**src/rtl/ternary_mac_unit_pkg.sv**
```systemverilog
// ternary_mac_unit_pkg
//   Shared definitions for the ternary MAC unit: default parameter values,
//   the 2-bit trit weight encodings and the control FSM state type.
//   No ports (package).

package ternary_mac_unit_pkg;

    localparam int N_LANES_DEF = 8;
    localparam int ACT_W_DEF   = 8;
    localparam int ACC_W_DEF   = 24;
    localparam int LEN_W_DEF   = 10;

    // Trit weight codes, one per lane.
    localparam logic [1:0] TRIT_NEG  = 2'b00;
    localparam logic [1:0] TRIT_ZERO = 2'b01;
    localparam logic [1:0] TRIT_POS  = 2'b10;
    localparam logic [1:0] TRIT_INV  = 2'b11;

    typedef enum logic [1:0] {
        IDLE  = 2'd0,
        ACCUM = 2'd1,
        DONE  = 2'd2
    } state_t;

endpackage

```
**src/rtl/ternary_mac_unit_lane_sum.sv**
```systemverilog
// ternary_lane_sum
//   Combinational per-beat dot product of N_LANES signed activations with
//   N_LANES ternary weights. Each lane contributes +act, 0 or -act; the lane
//   results are summed at full precision so no beat can overflow.
// Ports:
//   act  : N_LANES*ACT_W packed activations, lane i = act[ACT_W*i +: ACT_W]
//   wgt  : 2*N_LANES packed trits, lane i = wgt[2*i +: 2]
//   sum  : signed beat sum, SUM_W bits
//   inv  : high when any lane carries the invalid trit code

module ternary_lane_sum
    import ternary_mac_unit_pkg::*;
#(
    parameter int N_LANES = N_LANES_DEF,
    parameter int ACT_W   = ACT_W_DEF,
    parameter int SUM_W   = ACT_W + 1 + $clog2(N_LANES)
) (
    input  logic [N_LANES*ACT_W-1:0] act,
    input  logic [2*N_LANES-1:0]     wgt,
    output logic [SUM_W-1:0]         sum,
    output logic                     inv
);

    // One extra bit over ACT_W covers negating the most negative activation;
    // clog2(N_LANES) more bits cover the growth of the lane adder tree.
    always_comb begin
        logic [SUM_W-1:0] a_ext;
        a_ext = '0;
        sum   = '0;
        inv   = 1'b0;
        for (int i = 0; i < N_LANES; i++) begin
            a_ext = {{(SUM_W-ACT_W){act[ACT_W*i+ACT_W-1]}}, act[ACT_W*i +: ACT_W]};
            case (wgt[2*i +: 2])
                TRIT_POS:  sum = sum + a_ext;
                TRIT_NEG:  sum = sum - a_ext;
                TRIT_ZERO: ;
                default:   inv = 1'b1;   // invalid code: contributes nothing
            endcase
        end
    end

endmodule

```
**src/rtl/ternary_mac_unit.sv**
```systemverilog
// ternary_mac_unit
//   Streams cfg_len beats of (activation, ternary weight) vectors and produces
//   one saturating signed dot product per run.
// Ports:
//   clk, reset_n         : clock, asynchronous active-low reset
//   cfg_len, start       : beat count and run request (sampled in IDLE only)
//   busy                 : high while a run is in ACCUM or DONE
//   in_valid/in_ready    : input beat handshake; in_act / in_wgt carry the beat
//   out_valid/out_ready  : result handshake; out_acc / out_sat / out_err
//   fsm_state            : debug view of the control FSM state
//
// Handshakes: a transfer happens on a rising edge where valid and ready are
// both high. The source holds its payload stable while valid is high and not
// yet accepted; ready here is decoded from the state register only, so it
// never depends combinationally on valid.

module ternary_mac_unit
    import ternary_mac_unit_pkg::*;
#(
    parameter int N_LANES = N_LANES_DEF,
    parameter int ACT_W   = ACT_W_DEF,
    parameter int ACC_W   = ACC_W_DEF,
    parameter int LEN_W   = LEN_W_DEF
) (
    input  logic                     clk,
    input  logic                     reset_n,
    input  logic [LEN_W-1:0]         cfg_len,
    input  logic                     start,
    output logic                     busy,
    input  logic                     in_valid,
    output logic                     in_ready,
    input  logic [N_LANES*ACT_W-1:0] in_act,
    input  logic [2*N_LANES-1:0]     in_wgt,
    output logic                     out_valid,
    input  logic                     out_ready,
    output logic [ACC_W-1:0]         out_acc,
    output logic                     out_sat,
    output logic                     out_err,
    output logic [1:0]               fsm_state
);

    localparam int SUM_W = ACT_W + 1 + $clog2(N_LANES);

    state_t           state;
    logic [LEN_W-1:0] len_q;
    logic [LEN_W-1:0] beat_cnt;
    logic [ACC_W-1:0] acc;
    logic             sat;
    logic             err;

    logic [SUM_W-1:0] lane_sum;
    logic             lane_inv;
    logic [ACC_W:0]   sum_ext;
    logic             clamp;
    logic [ACC_W-1:0] acc_next;
    logic [LEN_W-1:0] cnt_next;

    ternary_lane_sum #(
        .N_LANES (N_LANES),
        .ACT_W   (ACT_W),
        .SUM_W   (SUM_W)
    ) u_lane_sum (
        .act (in_act),
        .wgt (in_wgt),
        .sum (lane_sum),
        .inv (lane_inv)
    );

    // Add in ACC_W+1 bits; the two top bits disagree exactly when the true
    // sum falls outside the ACC_W signed range, and the top bit gives the
    // direction of the clamp.
    always_comb begin
        sum_ext  = {acc[ACC_W-1], acc}
                 + {{(ACC_W+1-SUM_W){lane_sum[SUM_W-1]}}, lane_sum};
        clamp    = sum_ext[ACC_W] ^ sum_ext[ACC_W-1];
        acc_next = sum_ext[ACC_W-1:0];
        if (clamp) begin
            acc_next = sum_ext[ACC_W] ? {1'b1, {(ACC_W-1){1'b0}}}
                                      : {1'b0, {(ACC_W-1){1'b1}}};
        end
        cnt_next = beat_cnt + LEN_W'(1);
    end

    always_ff @(posedge clk or negedge reset_n) begin
        if (!reset_n) begin
            state    <= IDLE;
            len_q    <= '0;
            beat_cnt <= '0;
            acc      <= '0;
            sat      <= 1'b0;
            err      <= 1'b0;
            out_acc  <= '0;
            out_sat  <= 1'b0;
            out_err  <= 1'b0;
        end else begin
            case (state)
                IDLE: begin
                    if (start) begin
                        len_q    <= cfg_len;
                        beat_cnt <= '0;
                        acc      <= '0;
                        sat      <= 1'b0;
                        err      <= 1'b0;
                        if (cfg_len == '0) begin
                            // Empty run: publish a zero result directly.
                            state   <= DONE;
                            out_acc <= '0;
                            out_sat <= 1'b0;
                            out_err <= 1'b0;
                        end else begin
                            state <= ACCUM;
                        end
                    end
                end
                ACCUM: begin
                    if (in_valid) begin
                        acc      <= acc_next;
                        sat      <= sat | clamp;
                        err      <= err | lane_inv;
                        beat_cnt <= cnt_next;
                        if (cnt_next == len_q) begin
                            // Last beat: the result registers load on the
                            // same edge so out_valid and data rise together.
                            state   <= DONE;
                            out_acc <= acc_next;
                            out_sat <= sat | clamp;
                            out_err <= err | lane_inv;
                        end
                    end
                end
                DONE: begin
                    if (out_ready) begin
                        state <= IDLE;
                    end
                end
                default: state <= IDLE;
            endcase
        end
    end

    assign busy      = (state == ACCUM) || (state == DONE);
    assign in_ready  = (state == ACCUM);
    assign out_valid = (state == DONE);
    assign fsm_state = state;

endmodule

```
**config.mk**
```make
export PLATFORM = sky130hd
export DESIGN_NAME = ternary_mac_unit
export DESIGN_NICKNAME = d
export VERILOG_FILES = /design/src/rtl/ternary_mac_unit_pkg.sv /design/src/rtl/ternary_mac_unit_lane_sum.sv /design/src/rtl/ternary_mac_unit.sv
export SDC_FILE = /design/constraint.sdc
export NUM_CORES = 1
export LEC_CHECK = 0
export ABC_AREA = 1
export CORE_ASPECT_RATIO = 0.9
export CORE_MARGIN = 10
export CORE_UTILIZATION = 35
export CTS_CLUSTER_DIAMETER = 60
export DETAILED_ROUTE_END_ITERATION = 10
export SLEW_MARGIN = 20
export SYNTH_ARGS = -nofsm -noshare
export SYNTH_HDL_FRONTEND = slang
export SYNTH_HIERARCHICAL = 1
export SYNTH_SLANG_ARGS = --single-unit
```
**constraint.sdc**
```tcl
create_clock -name clk -period 5.8 [get_ports clk]
set_input_delay 1.74 -clock clk [delete_from_list [all_inputs] [get_ports clk]]
set_output_delay 1.74 -clock clk [all_outputs]
set_load 0.005 [all_outputs]
```
==> results.sh <==
export IMPL_cts_max_level=3
export IMPL_path_clk_slew_ps=60
export IMPL_p_seq_frac=0.068
export IMPL_internal_power_mw=6.40
export IMPL_antenna_left=0
export IMPL_final_core_util=0.586
export IMPL_fin_area_um2=18200
export IMPL_syn_area_um2=11200
export IMPL_setup_tns_ps=-297760
export IMPL_synthArstFlopShare=1.00
export IMPL_violations="setup timing"
export IMPL_dr_pass1_iters=9
export IMPL_synth_area_leaders="nand2_1, dfrtp_1, ha_1, inv_1, nand3_1"
export IMPL_grt_use_total=0.198
export IMPL_die_w_um=208
export IMPL_critical_path_class="in2reg"
export IMPL_die_h_um=189
export IMPL_vias_per_cell=4.92
export IMPL_drv_cap=0
export IMPL_drtIter0Drc=815
export IMPL_holdWs_ps=473
export IMPL_syn_area_per_cell_um2=6.16
export IMPL_vdd_drop_max_uv=606
export IMPL_switching_power_mw=6.17
export IMPL_cp_required_ps=6080
export IMPL_grt_max_degree=40
export IMPL_cts_tree="done"
export IMPL_critPathCaptureType="flip-flop"
export IMPL_finalSetupViolCount=50
export IMPL_fin_crit_ps=11840
export IMPL_yosysTopAreaCell="nand2_1"
export IMPL_synth_edf_count=0
export IMPL_synthDistinctLibCells=52
export IMPL_hold_viol=0
export IMPL_timing_hold_worst_path_depth=2
export IMPL_synth_ff_type="dfrtp_1"
export IMPL_fill_cells=2949
export IMPL_diodes=0
export IMPL_grt_pass1_vias=13500
export IMPL_top_layer="met4"
export IMPL_post_place_cells=2720
export IMPL_worst_setup_path_start_kind="input pin"
export IMPL_crit_slowest_cell="fa_2"
export IMPL_placed_cell_area_um2=16400
export IMPL_synth_seq_cells=74
export IMPL_fin_cells=2783
export IMPL_leakage_nw=9.33
export IMPL_dieArea_um2=39400
export IMPL_synth_top_area_frac=0.172
export IMPL_grt_pass1_wl_um=65900
export IMPL_crit_start="in_act[1]"
export IMPL_fin_ws_ps=-6040
export IMPL_slowest_delay_ps=420
export IMPL_nets=2583
export IMPL_total_power_mw=12.6
export IMPL_yosys_top_cells_count="nand2_1, inv_1, nor2_1, nand3_1"
export IMPL_timing_rr_start="fsm_state[0]"
export IMPL_worst_skew_pair_late_latency_ps=340
export IMPL_route_met3_wl_um=2020
export IMPL_cts_sinks=74
export IMPL_rsz0062_at_grt="true"
export IMPL_initial_core_util=0.358
export IMPL_crit_end="acc[17]"
export IMPL_worst_endpoint_arrival_ps=12120
export IMPL_rows=61
export IMPL_rr_worst_depth=11
export IMPL_yosysWarnings=6
export IMPL_drive_gt1_frac=0.334
export IMPL_finalCritPeriodShare=2.04
export IMPL_portBuffers=125
export IMPL_area_growth_pct=63.5
export IMPL_swShare=0.491
export IMPL_hpwlAfterDp_um=32200
export IMPL_clockBufferDepth=2
export IMPL_tightest_slew_ps=1000
export IMPL_vias=13700
export IMPL_critPathMaxFanout=8
export IMPL_ios=126
export IMPL_fmax_mhz=84.5
export IMPL_met1_length_um=19200
export IMPL_antenna_found_initial=0
export IMPL_clkPwrFrac=0.044
export IMPL_status="finished with violations"
export IMPL_yosysSeqAreaShare=0.166
export IMPL_hp_class="reg2reg"
export IMPL_maxSlewViolCount=0
export IMPL_regToRegSetupSlack_ps=2670
export IMPL_synth_most_common_cell="nand2_1"
export IMPL_drt_total_wl_um=41000
export IMPL_numCtsBuffers=9
export IMPL_post_place_ws_ps=-6940
export IMPL_worst_path_most_repeated_cell="nor2_1"
export IMPL_wl_met2_um=19300
export IMPL_cts_root_buf="clkbuf_16"
export IMPL_syn_num_nets=2024
export IMPL_drc=0
export IMPL_gp_congestion=0.915
export IMPL_wl_per_cell_um=14.7
export IMPL_max_slew_margin_rel=0.332
export IMPL_coreArea_um2=31100
export IMPL_fin_skew_ps=11.2
export IMPL_syn_instance_count=1810
export IMPL_reg2reg_to="out_acc[2]"
export IMPL_power_density_nw_per_um2=689
export IMPL_overflow=0
export IMPL_p_comb_frac=0.888
==> area by class of cell <==
| cell class | count | area, µm² | area share |
|---|---|---|---|
| multi-input cells | 1446 | 9630 | 0.528 |
| repair buffers | 584 | 4970 | 0.273 |
| flip-flops and latches | 74 | 1850 | 0.102 |
| inverters | 253 | 977 | 0.0536 |
| well taps | 409 | 512 | 0.0281 |
| clock buffers | 13 | 240 | 0.0132 |
| clock inverters | 3 | 40.0 | 0.00220 |
| repair inverters | 1 | 11.3 | 0.000617 |
==> worst min path at each step <==
stage	from	end	slack (ps)
2_1_floorplan	err	err	450
4_1_cts	out_acc[15]	out_acc[15]	470
3_5_place_dp	out_acc[15]	out_acc[15]	460
3_3_place_gp	out_acc[15]	out_acc[15]	460
6_report	out_acc[15]	out_acc[15]	470
5_1_grt	out_acc[20]	out_acc[20]	500
==> kinds of logic (layout without fill, tap and decap cells) <==
logic type,Yosys count,count (layout),share of synthesized area
AND/OR/NAND/NOR,956,956,0.372
buffers and inverters,290,854,0.104
AO/OA/AOI/OAI,267,267,0.136
adder cells (fa/ha/maj),119,119,0.139
XOR/XNOR,102,102,0.0813
flip-flops,74,74,0.166
multiplexers,2,2,0.00202
==> cell usage in the layout, fill, tap and decap left out, drive strengths merged, types with 7 or more instances in the layout <==
cell             n
a21oi           95
a31oi            9
buf            462
clkbuf          14
clkdlybuf4s50  114
dfrtp           74
fa               8
ha             111
inv            251
nand2          529
nand3          166
nand3b           9
nand4           22
nor2           175
nor3            28
nor3b            7
o21ai          120
o21bai          14
o22ai            8
o31ai            8
or2             13
xnor2           38
xor2            63
==> sequential cells by signal (all words and copies together) (netlist names) <==
name / cells
acc: 24
beat_cnt: 10
err: 1
fsm_state: 2
len_q: 10
out_acc: 24
out_err: 1
out_sat: 1
sat: 1
==> layer usage <==
metal / up-vias / GRT usage
met4: 0 / 0.0239
li1: 6994 / -
met1: 6330 / 0.262
met2: 322 / 0.336
met3: 38 / 0.0339
met5: - / 0
==> power by group through the flow <==
stage / combinational [mW] / sequential [mW] / clock (mW)
floorplan: 5.02 / 0.816 / 0
global placement: 8.12 / 0.854 / 0
detailed placement: 8.27 / 0.854 / 0
CTS: 10.3 / 0.850 / 0.550
global route: 12.0 / 0.873 / 0.577
finish: 11.2 / 0.852 / 0.550
==> worst max-delay path: cells and delay by family <==
kind / cells / cell delay (ps)
and+or+nand+nor: 33 / 3230
adders and majority gates: 9 / 2730
xor gates and xnor gates: 5 / 800
AOI/OAI and AO/OA: 13 / 1920
buffers and inverters: 17 / 1700
==> timing repair <==
action / 4_1_cts / 5_1_grt
buffers inserted: 32 / 8
pin swaps: 130 / 77
gates resized for setup: 200 / 66
endpoints found under the setup margin: 50 / 50
gates cloned: 8 / 1
hold buffers: 0 / 0
(Power assumes the default switching activity.)
